### config.mk
export PLATFORM = sky130hd
export DESIGN_NAME = fetch_stage
export DESIGN_NICKNAME = d
export VERILOG_FILES = /design/src/rtl/fetch_stage.sv
export SDC_FILE = /design/constraint.sdc
export NUM_CORES = 1
export LEC_CHECK = 0
export ABC_AREA = 1
export BUFFER_PORTS_ARGS = -buffer_cell sky130_fd_sc_hd__buf_2
export CORE_AREA = 2 2 117 119
export CTS_BUF_LIST = sky130_fd_sc_hd__clkbuf_8
export DETAILED_ROUTE_END_ITERATION = 12
export DIE_AREA = 0 0 119 121
export PLACE_DENSITY_LB_ADDON = 0.08
export SYNTH_ARGS = -nofsm -noshare
export SYNTH_HDL_FRONTEND = slang
export SYNTH_SLANG_ARGS = --single-unit
export TNS_END_PERCENT = 100
### constraint.sdc
create_clock -name i_clk -period 2.1 [get_ports i_clk]
set_input_delay 0.315 -clock i_clk [delete_from_list [all_inputs] [get_ports i_clk]]
set_output_delay 0.315 -clock i_clk [all_outputs]
set_load 0.02 [all_outputs]
### src/rtl/fetch_stage.sv
// ---------------------------------------------------------------------------
// fetch_stage
//
// Instruction fetch stage plus the IF/ID pipeline register. Owns the PC,
// drives the instruction-memory address, assembles two-word instructions
// (opcode word followed by a 16-bit immediate word) and injects interrupt
// slots at instruction boundaries. Handles stall, branch redirect and flush.
//
// Optional feature macro: FETCH_PERF_CNT_EN
//   When defined, adds o_fetch_count, a 32-bit wrapping count of every edge
//   on which the IF/ID register loads a valid slot (interrupt slots included).
//
// Ports:
//   i_clk            clock, rising edge
//   i_rst_n          asynchronous active-low reset
//   i_stall          hold PC, state and IF/ID register
//   i_branch_taken   redirect PC to i_branch_target and flush
//   i_branch_target  redirect address
//   i_interrupt      external interrupt request (single-cycle pulse)
//   o_imem_addr      instruction-memory address (equals PC)
//   i_imem_data      instruction word read combinationally at o_imem_addr
//   o_instr          IF/ID instruction, opcode in [15:11]
//   o_imm            IF/ID immediate (valid for the two-word opcode only)
//   o_pc             IF/ID PC following the instruction (return address)
//   o_valid          IF/ID holds a real instruction
//   o_interrupt      IF/ID slot is an injected interrupt
//   o_fetch_count    valid-load counter (FETCH_PERF_CNT_EN only)
// ---------------------------------------------------------------------------
module fetch_stage #(
    parameter int              PC_W       = 32,
    parameter logic [PC_W-1:0] RESET_PC   = '0,
    parameter logic [4:0]      IMM_OPCODE = 5'b10010
) (
    input  logic            i_clk,
    input  logic            i_rst_n,
    input  logic            i_stall,
    input  logic            i_branch_taken,
    input  logic [PC_W-1:0] i_branch_target,
    input  logic            i_interrupt,
    output logic [PC_W-1:0] o_imem_addr,
    input  logic [15:0]     i_imem_data,
    output logic [15:0]     o_instr,
    output logic [15:0]     o_imm,
    output logic [PC_W-1:0] o_pc,
    output logic            o_valid,
    output logic            o_interrupt
`ifdef FETCH_PERF_CNT_EN
    ,
    output logic [31:0]     o_fetch_count
`endif
);

    typedef enum logic [1:0] {
        S_FETCH,
        S_IMM,
        S_IRQ_WAIT
    } state_t;

    state_t          state;
    logic [PC_W-1:0] pc;
    logic [PC_W-1:0] pc_inc;
    logic            pending;
    logic [15:0]     hold;
    logic            is_imm;
    logic            advance;
    logic            inject;
    logic            load_valid;

    assign o_imem_addr = pc;

    // Natural truncation gives the required modulo-2^PC_W wrap.
    assign pc_inc = pc + {{(PC_W-1){1'b0}}, 1'b1};

    assign is_imm = (i_imem_data[15:11] == IMM_OPCODE);

    // A normal (non-branch, non-stall) edge is the only one that moves the FSM forward.
    assign advance = !i_branch_taken && !i_stall;

    // Interrupts are taken only at an instruction boundary, never between LDM words.
    assign inject = advance && (state == S_FETCH) && pending;

    // IF/ID receives a real slot: interrupt, one-word instruction, or LDM second word.
    assign load_valid = advance &&
                        (((state == S_FETCH) && (pending || !is_imm)) ||
                         (state == S_IMM));

    always_ff @(posedge i_clk or negedge i_rst_n) begin
        if (!i_rst_n) begin
            state       <= S_FETCH;
            pc          <= RESET_PC;
            pending     <= 1'b0;
            hold        <= '0;
            o_instr     <= '0;
            o_imm       <= '0;
            o_pc        <= '0;
            o_valid     <= 1'b0;
            o_interrupt <= 1'b0;
        end else begin
            // Requests are latched on every edge (stall and branch included) and
            // a repeat pulse while one is pending merges into the same injection.
            pending <= inject ? 1'b0 : (pending | i_interrupt);

            if (i_branch_taken) begin
                pc          <= i_branch_target;
                hold        <= '0;
                state       <= S_FETCH;
                o_instr     <= '0;
                o_imm       <= '0;
                o_valid     <= 1'b0;
                o_interrupt <= 1'b0;
            end else if (!i_stall) begin
                case (state)
                    S_FETCH: begin
                        if (pending) begin
                            // The slot carries the PC of the instruction that was not fetched.
                            o_instr     <= '0;
                            o_imm       <= '0;
                            o_pc        <= pc;
                            o_valid     <= 1'b1;
                            o_interrupt <= 1'b1;
                            state       <= S_IRQ_WAIT;
                        end else if (is_imm) begin
                            hold        <= i_imem_data;
                            pc          <= pc_inc;
                            o_instr     <= '0;
                            o_imm       <= '0;
                            o_valid     <= 1'b0;
                            o_interrupt <= 1'b0;
                            state       <= S_IMM;
                        end else begin
                            o_instr     <= i_imem_data;
                            o_imm       <= '0;
                            o_pc        <= pc_inc;
                            o_valid     <= 1'b1;
                            o_interrupt <= 1'b0;
                            pc          <= pc_inc;
                        end
                    end
                    S_IMM: begin
                        o_instr     <= hold;
                        o_imm       <= i_imem_data;
                        o_pc        <= pc_inc;
                        o_valid     <= 1'b1;
                        o_interrupt <= 1'b0;
                        pc          <= pc_inc;
                        state       <= S_FETCH;
                    end
                    S_IRQ_WAIT: begin
                        // Frozen until the control unit redirects to the ISR vector.
                        o_instr     <= '0;
                        o_imm       <= '0;
                        o_valid     <= 1'b0;
                        o_interrupt <= 1'b0;
                    end
                    default: begin
                        state <= S_FETCH;
                    end
                endcase
            end
        end
    end

`ifdef FETCH_PERF_CNT_EN
    always_ff @(posedge i_clk or negedge i_rst_n) begin
        if (!i_rst_n) begin
            o_fetch_count <= '0;
        end else if (load_valid) begin
            o_fetch_count <= o_fetch_count + 32'd1;
        end
    end
`else
    // Keeps the load qualifier observable in the base build without a counter.
    logic unused_load_valid;
    assign unused_load_valid = load_valid;
`endif

endmodule
==> summary.txt <==
Setup path
  – Worst Path Max Fanout: 6
  – Crit path cell chain: ha_1, nand2_1, nor2_4, nand2_1, nor2_1, nand2_1, nand2_1, nand3_1, nand2_1, nand2_1
  – Kind of critical path: register to register
  – Most frequent CP cell: nand2_1
  – Crit start category: register
  – Reg2Reg Depth: 10
  – FF-to-FF Start: o_imem_addr[0]
  – CP max stage cell: dfrtp_1
  – RR Endpoint: o_imem_addr[24]
  – Slowest cell delay on critical path: 0.45 ns
  – CP Capture Type: register
  – CP bufs+invs: 0
  – Crit path arrival time: 2.25 ns
  – CP top delay family: simple AND/OR/NAND/NOR gates
  – Critical Path RT: 2.44 ns
  – Flop-to-flop setup slack: 0.20 ns

Place
  – DPL Wire Length: ~14,000 µm
  – Post-Place Cells: 1,240
  – Global placement routability congestion: 0.9004
  – Input/output buffers: 150
  – Dpl ws: 0.03333 ns

Yosys
  – Post-Synth Adder-Cell Area: 0.7571%
  – Largest family of logic cells by synthesized area: simple AND/OR/NAND/NOR gates
  – Post-synthesis sequential area ratio: between 40% and 50%
  – Predominant post-synthesis flop cell: dfrtp_1
  – FF+latch count, synth: approximately 120
  – Leading area contributor after synthesis: dfrtp_1
  – Compound-cell area share of the yosys netlist: 10.71%
  – Proportion of synthesized area in mux cells: 0%
  – Cell count after synthesis: 934
  – Ys async rst share: 100.0%
  – Yosys warning count: 0
  – Area share of xor/xnor cells in the synthesized design: around 1.1%
  – Avg Synthesized Cell Area: 7.077 µm²
  – Mapped Nets: around 990
  – Simple-Gate Fraction of Synth Area: 35.78%
  – EDFF count, synth: 0
  – Share of the synthesized area in the top cell type: 44.29%
  – Synth area leaders: dfrtp_1 (44%), nand2_1 (19%), nand3_1 (7.6%)
  – Mapped Area: 0.006610 mm²
  – Post-synth cell types: 40

Clock network
  – Clk_lat worst skew: between 0.4 and 0.5 ns
  – Clock tree buffer depth: 2
  – TritonCTS clock tree: yes
  – CTS buffer count: 17
  – Post-CTS setup buffer count: 0
  – Root Driver: clkbuf_8
  – CTS sink count: 117
  – Clk slew on worst S/H paths: 0.08 ns
  – H-Tree Depth: 4

Routing
  – WL final: 19,560 µm
  – Via density per instance: 5.259
  – Routed wire per std cell: 15.38 µm
  – DRC: 0
  – Initial drt markers: approximately 570
  – Number of antenna-violating nets in the routed design: 0
  – Initial DRT Pass Iterations: 5
  – Total number of vias: 6,689

Die
  – Die ar.: 0.01440 mm²
  – Core area: 0.01309 mm²
  – Width of the die: 119 µm
  – Initial cell density of the core: 50.52%
  – I/O pins: 151
  – Rows: 42
  – Die height: 121 µm

Final layout
  – Layout area overhead: 21.11%
  – Final core occ: 61.18%
  – Layout Nets: 1,141
  – Non-Filler Instances: 1,272
  – Ant. Diodes: 0
  – Layout cell share with drive strength beyond 1: 21.17%

Global route
  – Vias in the first global route: between 6k and 7k
  – First-pass GRT wire length: 31,450 µm
  – GRT Residual Overflow: 0
  – Initial antenna violation count: 0
  – Largest net degree at the start of global routing: 41
  – Total global-route track usage: 28.01%

STA
  – Endpoints failing hold: 0
  – TNS Setup: 0 ns
  – Max Slew Vio Count: 0
  – Worst slew pin tran: roughly 0.55 ns
  – Crit path time final: 1.905 ns
  – Clk_skew: 0.01268 ns
  – Final setup vio count: 0
  – Worst setup margin: 0.1953 ns
  – Final period util: between 90% and 100%
  – Worst slew margin: 63.42%
  – RSZ-0062 raised after global routing: no
  – Fmax: 525.0 MHz

Min path
  – Worst hold path class: primary input to register
  – Hold Path Sink: pending
  – Worst Hold Path Cells: 3
  – Worst hold start: i_interrupt

Power and ir drop
  – Power per cell area: roughly 1400 mW/mm²
  – Max VDD drop: between 0.6 and 0.7 mV
  – LEAKAGE: approximately 4.2 nW

Flow run
  – Max Cap Viol: 0

Status
  – Status: finished clean
==> stage by stage <==
step,area (µm²),power [mW],hold slack [ns]
floorplan,6610,7.144,0.01941
global placement,7585,8.858,0.3407
detailed placement,7585,8.910,0.3355
CTS,7994,11.08,0.09700
global route,8005,11.85,0.1350
finish,8005,11.06,0.1119
==> worst register-to-register path, delay by kind of cell, from the launching register on <==
| kind | cells | cell delay (ns) |
|---|---|---|
| simple gates | 9 | 1.10 |
| flops | 1 | 0.45 |
| fa+ha+maj | 1 | 0.24 |
==> state kept, by name, summed over array words and instances (netlist names) <==
signal,flops
o_instr,16
hold,16
o_imm,16
o_pc,32
o_valid,1
pending,1
state,2
o_imem_addr,32
o_interrupt,1
==> cells in the mapped netlist (2+ instances only) <==
| master | number |
|---|---|
| a21o_1 | 11 |
| o211ai_1 | 4 |
| nand4_1 | 6 |
| buf_1 | 2 |
| buf_6 | 2 |
| a21oi_1 | 29 |
| nand3_1 | 100 |
| dfrtp_1 | 117 |
| o21ai_1 | 4 |
| nor2_1 | 118 |
| nand2_2 | 3 |
| o31ai_1 | 2 |
| a21oi_4 | 2 |
| buf_4 | 6 |
| a31oi_1 | 2 |
| nand2_1 | 326 |
| o21ai_0 | 63 |
| xor2_1 | 7 |
| nand2_4 | 2 |
| clkbuf_1 | 13 |
| nor2_4 | 3 |
| ha_1 | 4 |
| inv_2 | 7 |
| nor2_2 | 6 |
| buf_2 | 20 |
| inv_1 | 61 |
==> logic make-up (layout without fill, tap and decap cells) <==
group / count (synthesis) / in the layout
adder cells (fa/ha/maj): 4 / 4
buffers and inverters: 113 / 275
AO/OA/AOI/OAI: 123 / 123
AND/OR/NAND/NOR: 569 / 569
XOR/XNOR: 8 / 8
flip-flops: 117 / 117
==> power breakdown <==
| group | switching, mW | internal, mW |
|---|---|---|
| sequential | 0.821 | 3.05 |
| clock | 0.930 | 1.21 |
| combinational | 3.42 | 1.63 |
| total | 5.17 | 5.89 |
==> layer usage <==
metal | GRT usage, % | wire length (µm) | up-vias
met5 | 0 | 0 | -
met4 | 10.49 | 604 | 0
met3 | 5.545 | 1026 | 44
met2 | 47.38 | 9554 | 238
met1 | 35.66 | 8376 | 3112
li1 | - | - | 3295
==> area by class of cell <==
class	instances	area, µm²
fill	1246	5080
multi-input combinational	704	3207
sequential	117	2928
timing repair buffer	174	985.9
inverter	70	265.3
clock buffer	19	261.5
tap	176	220.2
clock inverter	12	137.6
==> placed cells by master (no fill, tap or decap), types with 2 or more instances in the layout <==
cell / count
a21o_1: 11
a21oi_1: 29
a21oi_4: 2
a31oi_1: 2
buf_12: 4
buf_2: 149
buf_4: 20
bufinv_16: 3
clkbuf_8: 19
clkinv_2: 5
clkinvlp_4: 2
dfrtp_1: 117
ha_1: 4
inv_1: 63
inv_2: 7
nand2_1: 325
nand2_2: 4
nand2_4: 2
nand3_1: 100
nand4_1: 6
nor2_1: 118
nor2_2: 5
nor2_4: 4
nor3_4: 2
o211ai_1: 4
o21ai_0: 63
o21ai_1: 4
o31ai_1: 2
xor2_1: 7
==> worst max-delay path by stage <==
| stage | startpoint | endpoint | slack, ns | depth (start not counted) |
|---|---|---|---|---|
| after floorplan | o_imem_addr[0] | o_pc[24] | 0.42 | 10 |
| after global placement | state[0] | o_instr[9] | 0.10 | 9 |
| after detailed placement | state[0] | o_instr[10] | 0.03 | 9 |
| after CTS | state[0] | o_instr[10] | 0.01 | 9 |
| after global routing | o_imem_addr[0] | o_imem_addr[24] | 0.002 | 10 |
| final | o_imem_addr[0] | o_imem_addr[24] | 0.20 | 10 |
==> timing repair <==
action,in CTS,in global routing
hold endpoints to repair,35,0
setup endpoints to repair,0,14
hold buffers,1,0
gates resized for setup,0,2
Power figures use the tool's default switching activity.
